`src/rtl/seq_alu.sv`:
```
// rtl/seq_alu.sv - handshaked sequential ALU with optional iterative multiplier
//
// Purpose: accepts one operation at a time over a valid/ready request channel
// and returns a registered 2*WIDTH result (of:z), pos/neg/zero flags and an
// illegal-op flag over a valid/ready result channel. Single-cycle ops go
// IDLE -> DONE; multiply walks IDLE -> MUL (WIDTH shift-add steps) -> DONE.
//
// Build option: define SEQ_ALU_MUL_EN to include the MUL state and the
// shift-add multiplier. Without it op 0101 is reported as illegal.
//
// Ports:
//   clk        clock, rising edge
//   rst        asynchronous active-high reset
//   in_valid   operation request
//   in_ready   high only while IDLE
//   a, b       operands (WIDTH bits)
//   op         operation code (4 bits)
//   out_valid  result valid, held until out_ready
//   out_ready  consumer accepts result
//   z          low half of the 2*WIDTH result
//   of         high half of the 2*WIDTH result
//   cc         {pos, neg, zero} computed over the full 2*WIDTH result
//   err        illegal op code
module seq_alu #(
  parameter int WIDTH = 16
) (
  input  logic             clk,
  input  logic             rst,
  input  logic             in_valid,
  output logic             in_ready,
  input  logic [WIDTH-1:0] a,
  input  logic [WIDTH-1:0] b,
  input  logic [3:0]       op,
  output logic             out_valid,
  input  logic             out_ready,
  output logic [WIDTH-1:0] z,
  output logic [WIDTH-1:0] of,
  output logic [2:0]       cc,
  output logic             err
);

`ifdef SEQ_ALU_MUL_EN
  typedef enum logic [1:0] {IDLE, MUL, DONE} state_t;
`else
  typedef enum logic [1:0] {IDLE, DONE} state_t;
`endif

  state_t state, state_next;

  // Flags are derived from the full 2*WIDTH result, so a carry or borrow
  // in the high half participates in zero/neg.
  function automatic logic [2:0] flags(input logic [2*WIDTH-1:0] r);
    logic zero;
    logic neg;
    zero = (r == '0);
    neg  = r[2*WIDTH-1];
    return {!neg && !zero, neg, zero};
  endfunction

  // Single-cycle datapath, evaluated directly on the presented operands.
  logic [WIDTH:0]   sum_add;
  logic [WIDTH-1:0] res_lo;
  logic [WIDTH-1:0] res_hi;
  logic             res_err;

  always_comb begin
    sum_add = {1'b0, a} + {1'b0, b};
    res_lo  = '0;
    res_hi  = '0;
    res_err = 1'b0;
    case (op)
      4'b0000: begin
        res_lo = sum_add[WIDTH-1:0];
        res_hi = {{(WIDTH-1){1'b0}}, sum_add[WIDTH]};
      end
      4'b0001: res_lo = a & b;
      4'b0010: res_lo = a;
      4'b0011: res_lo = b;
      4'b0100: res_lo = ~a;
`ifdef SEQ_ALU_MUL_EN
      4'b0101: res_lo = '0;  // product comes from the MUL state instead
`endif
      4'b0110: begin
        res_lo = {a[WIDTH-2:0], 1'b0};
        res_hi = {{(WIDTH-1){1'b0}}, a[WIDTH-1]};
      end
      4'b0111: res_lo = {a[WIDTH-1], a[WIDTH-1:1]};
      4'b1000: begin
        res_lo = a - b;
        res_hi = (a < b) ? '1 : '0;
      end
      default: res_err = 1'b1;
    endcase
  end

`ifdef SEQ_ALU_MUL_EN
  localparam int CW = $clog2(WIDTH + 1);

  logic              is_mul;
  logic [CW-1:0]     cnt;
  logic [WIDTH-1:0]  a_r;
  // acc holds {partial product high half, remaining multiplier bits}; each
  // step conditionally adds A into the high half and shifts everything right.
  logic [2*WIDTH-1:0] acc;
  logic [WIDTH:0]     step_sum;
  logic [2*WIDTH-1:0] acc_next;
  logic               mul_last;

  assign is_mul   = (op == 4'b0101);
  assign step_sum = {1'b0, acc[2*WIDTH-1:WIDTH]} + (acc[0] ? {1'b0, a_r} : '0);
  assign acc_next = {step_sum, acc[WIDTH-1:1]};
  assign mul_last = (cnt == CW'(WIDTH - 1));
`endif

  // State register
  always_ff @(posedge clk or posedge rst) begin
    if (rst) state <= IDLE;
    else     state <= state_next;
  end

  // Next state and handshake outputs
  always_comb begin
    state_next = state;
    in_ready   = 1'b0;
    out_valid  = 1'b0;
    case (state)
      IDLE: begin
        in_ready = 1'b1;
        if (in_valid) begin
`ifdef SEQ_ALU_MUL_EN
          state_next = is_mul ? MUL : DONE;
`else
          state_next = DONE;
`endif
        end
      end
`ifdef SEQ_ALU_MUL_EN
      MUL: begin
        if (mul_last) state_next = DONE;
      end
`endif
      DONE: begin
        out_valid = 1'b1;
        if (out_ready) state_next = IDLE;
      end
      default: state_next = IDLE;
    endcase
  end

  // Result registers; they only change on acceptance or on the final
  // multiply step, so they stay stable while DONE waits for out_ready.
  always_ff @(posedge clk or posedge rst) begin
    if (rst) begin
      z   <= '0;
      of  <= '0;
      cc  <= '0;
      err <= 1'b0;
`ifdef SEQ_ALU_MUL_EN
      cnt <= '0;
      a_r <= '0;
      acc <= '0;
`endif
    end else begin
      case (state)
        IDLE: begin
          if (in_valid) begin
`ifdef SEQ_ALU_MUL_EN
            if (is_mul) begin
              a_r <= a;
              acc <= {{WIDTH{1'b0}}, b};
              cnt <= '0;
            end else begin
              z   <= res_lo;
              of  <= res_hi;
              cc  <= flags({res_hi, res_lo});
              err <= res_err;
            end
`else
            z   <= res_lo;
            of  <= res_hi;
            cc  <= flags({res_hi, res_lo});
            err <= res_err;
`endif
          end
        end
`ifdef SEQ_ALU_MUL_EN
        MUL: begin
          acc <= acc_next;
          cnt <= cnt + 1'b1;
          if (mul_last) begin
            z   <= acc_next[WIDTH-1:0];
            of  <= acc_next[2*WIDTH-1:WIDTH];
            cc  <= flags(acc_next);
            err <= 1'b0;
          end
        end
`endif
        default: ;
      endcase
    end
  end

endmodule

```
`config.mk`:
```
export PLATFORM = sky130hd
export DESIGN_NAME = seq_alu
export DESIGN_NICKNAME = d
export VERILOG_FILES = /design/src/rtl/seq_alu.sv
export SDC_FILE = /design/constraint.sdc
export NUM_CORES = 1
export LEC_CHECK = 0
export BUFFER_PORTS_ARGS = -buffer_cell sky130_fd_sc_hd__buf_2
export CAP_MARGIN = 25
export CORE_MARGIN = 4
export CORE_UTILIZATION = 32
export CTS_BUF_LIST = sky130_fd_sc_hd__clkbuf_8
export CTS_CLUSTER_SIZE = 14
export DETAILED_ROUTE_END_ITERATION = 12
export HOLD_SLACK_MARGIN = 0.02
export MAX_ROUTING_LAYER = met4
export PLACE_DENSITY = 0.49
export SLEW_MARGIN = 30
export SYNTH_ARGS = -nofsm -noshare
export SYNTH_HDL_FRONTEND = slang
export SYNTH_SLANG_ARGS = --single-unit
```
`constraint.sdc`:
```
create_clock -name clk -period 3.8 [get_ports clk]
set_input_delay 0.57 -clock clk [delete_from_list [all_inputs] [get_ports clk]]
set_output_delay 0.57 -clock clk [all_outputs]
set_load 0.1 [all_outputs]
```
==> impl_metrics.env <==
export IMPL_ioPinCount=78
export IMPL_ctsHoldBuffers=0
export IMPL_initial_core_util_pct=32.8
export IMPL_wl_per_cell_um=19.0
export IMPL_grt_pass1_wl_mm=22.2
export IMPL_ant_nets=0
export IMPL_row_count=40
export IMPL_yosys_warnings=0
export IMPL_cts_max_path_buffers=2
export IMPL_rsz0062_at_grt="false"
export IMPL_peakVddDrop_mv=0.112
export IMPL_cap_violations=0
export IMPL_period_minus_slack_ps=3260
export IMPL_r2r_start="state[0]"
export IMPL_dpl_cell_count=726
export IMPL_cts_buffers=3
export IMPL_rrSetupSlack_ps=1580
export IMPL_syn_avg_cell_area_sq_um=7.56
export IMPL_ys_ff_latch=22
export IMPL_path_max_fanout=5
export IMPL_grt_max_degree=37
export IMPL_final_cells=729
export IMPL_wl_met3_um=805
export IMPL_hpwl_mm=11.2
export IMPL_post_cts_buffers=0
export IMPL_synth_cell_area_sq_mm=0.00396
export IMPL_clk_pin_slew_worst_paths_ps=70
export IMPL_via_count=4237
export IMPL_synth_edf_count=0
export IMPL_hold_violations=0
export IMPL_ctsResizeCount=0
export IMPL_status="finished clean"
export IMPL_synth_area_leaders="dfrtp_1, ha_1, a21oi_1"
export IMPL_finalCritPeriodShare_pct=85.8
export IMPL_cts_max_level=1
export IMPL_syn_inst=524
export IMPL_synth_top_cell_area_share_pct=13.9
export IMPL_r2r_end="cc[0]"
export IMPL_synth_top_family_by_area="compound AO/OA/AOI/OAI gates"
export IMPL_synth_compound_area_share_pct=33.6
export IMPL_worst_pin_slew_ps=799
export IMPL_die_width_um=119
export IMPL_highest_layer="met4"
export IMPL_clock_latency_ps=250
export IMPL_grt_util_all_layers_pct=19.4
export IMPL_root_buffer="clkbuf_8"
export IMPL_final_setup_viol_count=0
export IMPL_p_leak_nw=1.98
export IMPL_hp_class="in -> async"
export IMPL_port_buffers=77
export IMPL_grt_pass1_vias=4019
export IMPL_cts_tree="done"
export IMPL_ys_flop_type="dfrtp_1"
export IMPL_cellPowerDensity_mw_per_mm2=311
export IMPL_synth_adder_area_share_pct=11.4
export IMPL_synth_async_sr_flop_share_pct=100
export IMPL_synthSimpleGateAreaFrac_pct=24.4
export IMPL_gp_congestion=0.956
export IMPL_crit_required_ps=3990
export IMPL_synth_xor_area_share_pct=0.885
export IMPL_critPathLaunch="a[0]"
export IMPL_critPathArrivalTime_ps=3450
export IMPL_ys_types=81
export IMPL_rr_worst_depth=7
export IMPL_nNetsFinal=638
export IMPL_clock_sinks=22
export IMPL_clock_fmax_mhz=307
export IMPL_dr_pass1_iters=5
export IMPL_route_detailed_drc=0
export IMPL_muxShareOfSynthArea_pct=4.36
export IMPL_die_y_um=119
export IMPL_setup_worst_path_end="cc[0]"
export IMPL_grt_ovfl_total=0
export IMPL_routed_wl_mm=13.9
export IMPL_crit_type="in -> reg"
export IMPL_relSlewSlack_pct=46.7
export IMPL_endpoint_kind="register"
export IMPL_yosysSeqAreaShare_pct=13.9
export IMPL_met2WireLength_mm=6.04
export IMPL_maxSlewViolCount=0
export IMPL_antenna_found_initial=0
export IMPL_layout_drive_gt1_share_pct=20.0
export IMPL_critPathLaunchType="input pin"
export IMPL_dieArea_sq_mm=0.0142
export IMPL_via_per_inst=5.81
export IMPL_setup_tns_ps=0
export IMPL_core_area_sq_mm=0.0121
export IMPL_synth_nets=599
export IMPL_diodes=0
export IMPL_met1_length_mm=6.89
export IMPL_drtIter0Drc=415
export IMPL_areaGrowthSynthToFinish_pct=10.5
export IMPL_final_setup_skew_ps=2.07
export IMPL_yosysTopAreaCell="dfrtp_1"
==> how the worst min path moves through the flow <==
stage                        to  startpoint  cells past startpoint
after global routing       z[3]        z[3]                      2
after global placement     z[5]        z[5]                      2
after floorplan           cc[0]         rst                      1
final                     z[11]         rst                      2
after CTS                  z[3]        z[3]                      2
after detailed placement   z[3]        z[3]                      2
==> layout make-up <==
cell class	instances	area, sq um
Timing Repair Buffer	87	460
Sequential cell	22	551
Inverter	39	149
Multi-Input combinational cell	410	2960
Fill cell	1302	7690
Tap cell	168	210
Clock buffer	3	41.3
==> metrics by stage <==
step                power [W]  worst slack (ps)  hold WS (ps)  cell area, sq um  util [%]
global route          0.00144               222           496              4370      36.3
floorplan             0.00102               849           559              3960         -
CTS                   0.00136               534           483              4370      36.3
detailed placement    0.00122               295           467              4330      35.9
global placement      0.00122               387           457              4330      35.9
finish                0.00136               538           455              4370      36.3
==> flip-flops by register name, indices dropped and copies added, names as in the netlist <==
register and flops:
of 2, err 1, cc 2, state 1
z 16
==> synthesized netlist by cell type (4+ instances only) <==
master,number
a211o_1,4
a211oi_1,9
a21o_1,6
a21oi_1,29
a221oi_1,7
a22o_1,8
a22oi_1,11
a31oi_1,8
and3_1,6
buf_2,15
buf_4,19
clkbuf_1,17
dfrtp_1,22
ha_1,33
inv_1,37
mux2_2,4
mux2i_1,6
nand2_1,37
nand2b_1,12
nand3_1,11
nand4_1,6
nor2_1,37
nor2b_1,12
nor3_1,17
nor4b_1,5
o211ai_1,4
o21ai_0,28
o21bai_1,7
o221ai_1,6
o22ai_1,5
o31ai_1,4
==> worst max-delay path, stage by stage <==
cell and delay, ps:
buf_2 120, ha_1 190, inv_1 60, fa_1 420
o21bai_1 270, a211oi_2 150, o311ai_1 540, a21o_1 190
a211oi_1 60, o31a_1 340, nor4b_2 340, a32o_1 210
==> where the power goes <==
part	switching (W)	leakage (nW)	total, W	internal [W]
clock network	0.0000677	0.0216	0.000138	0.0000705
registers	0.0000217	0.282	0.000295	0.000273
logic	0.000706	1.68	0.000929	0.000223
total	0.000795	1.98	0.00136	0.000567
==> layout by cell type (no fill, tap or decap), types with 6 or more instances in the layout <==
| cell type | Yosys | routed |
|---|---|---|
| a22oi_1 | 11 | 11 |
| and3_1 | 6 | 6 |
| o221ai_1 | 6 | 6 |
| a221oi_1 | 7 | 7 |
| nand2b_1 | 12 | 12 |
| mux2i_1 | 6 | 6 |
| buf_4 | 19 | 10 |
| dfrtp_1 | 22 | 22 |
| ha_1 | 33 | 33 |
| a22o_1 | 8 | 8 |
| nor2b_1 | 12 | 12 |
| nand2_1 | 37 | 37 |
| nand4_1 | 6 | 6 |
| o21ai_0 | 28 | 28 |
| nand3_1 | 11 | 11 |
| buf_2 | 15 | 77 |
| o21bai_1 | 7 | 7 |
| nor2_1 | 37 | 37 |
| inv_1 | 37 | 37 |
| a31oi_1 | 8 | 8 |
| nor3_1 | 17 | 17 |
| a21o_1 | 6 | 6 |
| a21oi_1 | 29 | 29 |
| a211oi_1 | 9 | 9 |
==> cells by family after synthesis <==
kind of cell	Yosys count
muxes	14
DFF	22
buffers and inverters	92
and+or+nand+nor	174
adders and majority gates	35
AOI/OAI and AO/OA	183
xor gates and xnor gates	4
==> per-layer routing <==
| layer | vias to the layer above | track usage [%] |
|---|---|---|
| met2 | 169 | 29.1 |
| met1 | 2021 | 28.5 |
| met3 | 10 | 1.99 |
| met5 | - | - |
| met4 | 0 | 3.26 |
| li1 | 2037 | - |
Power figures use the tool's default switching activity.
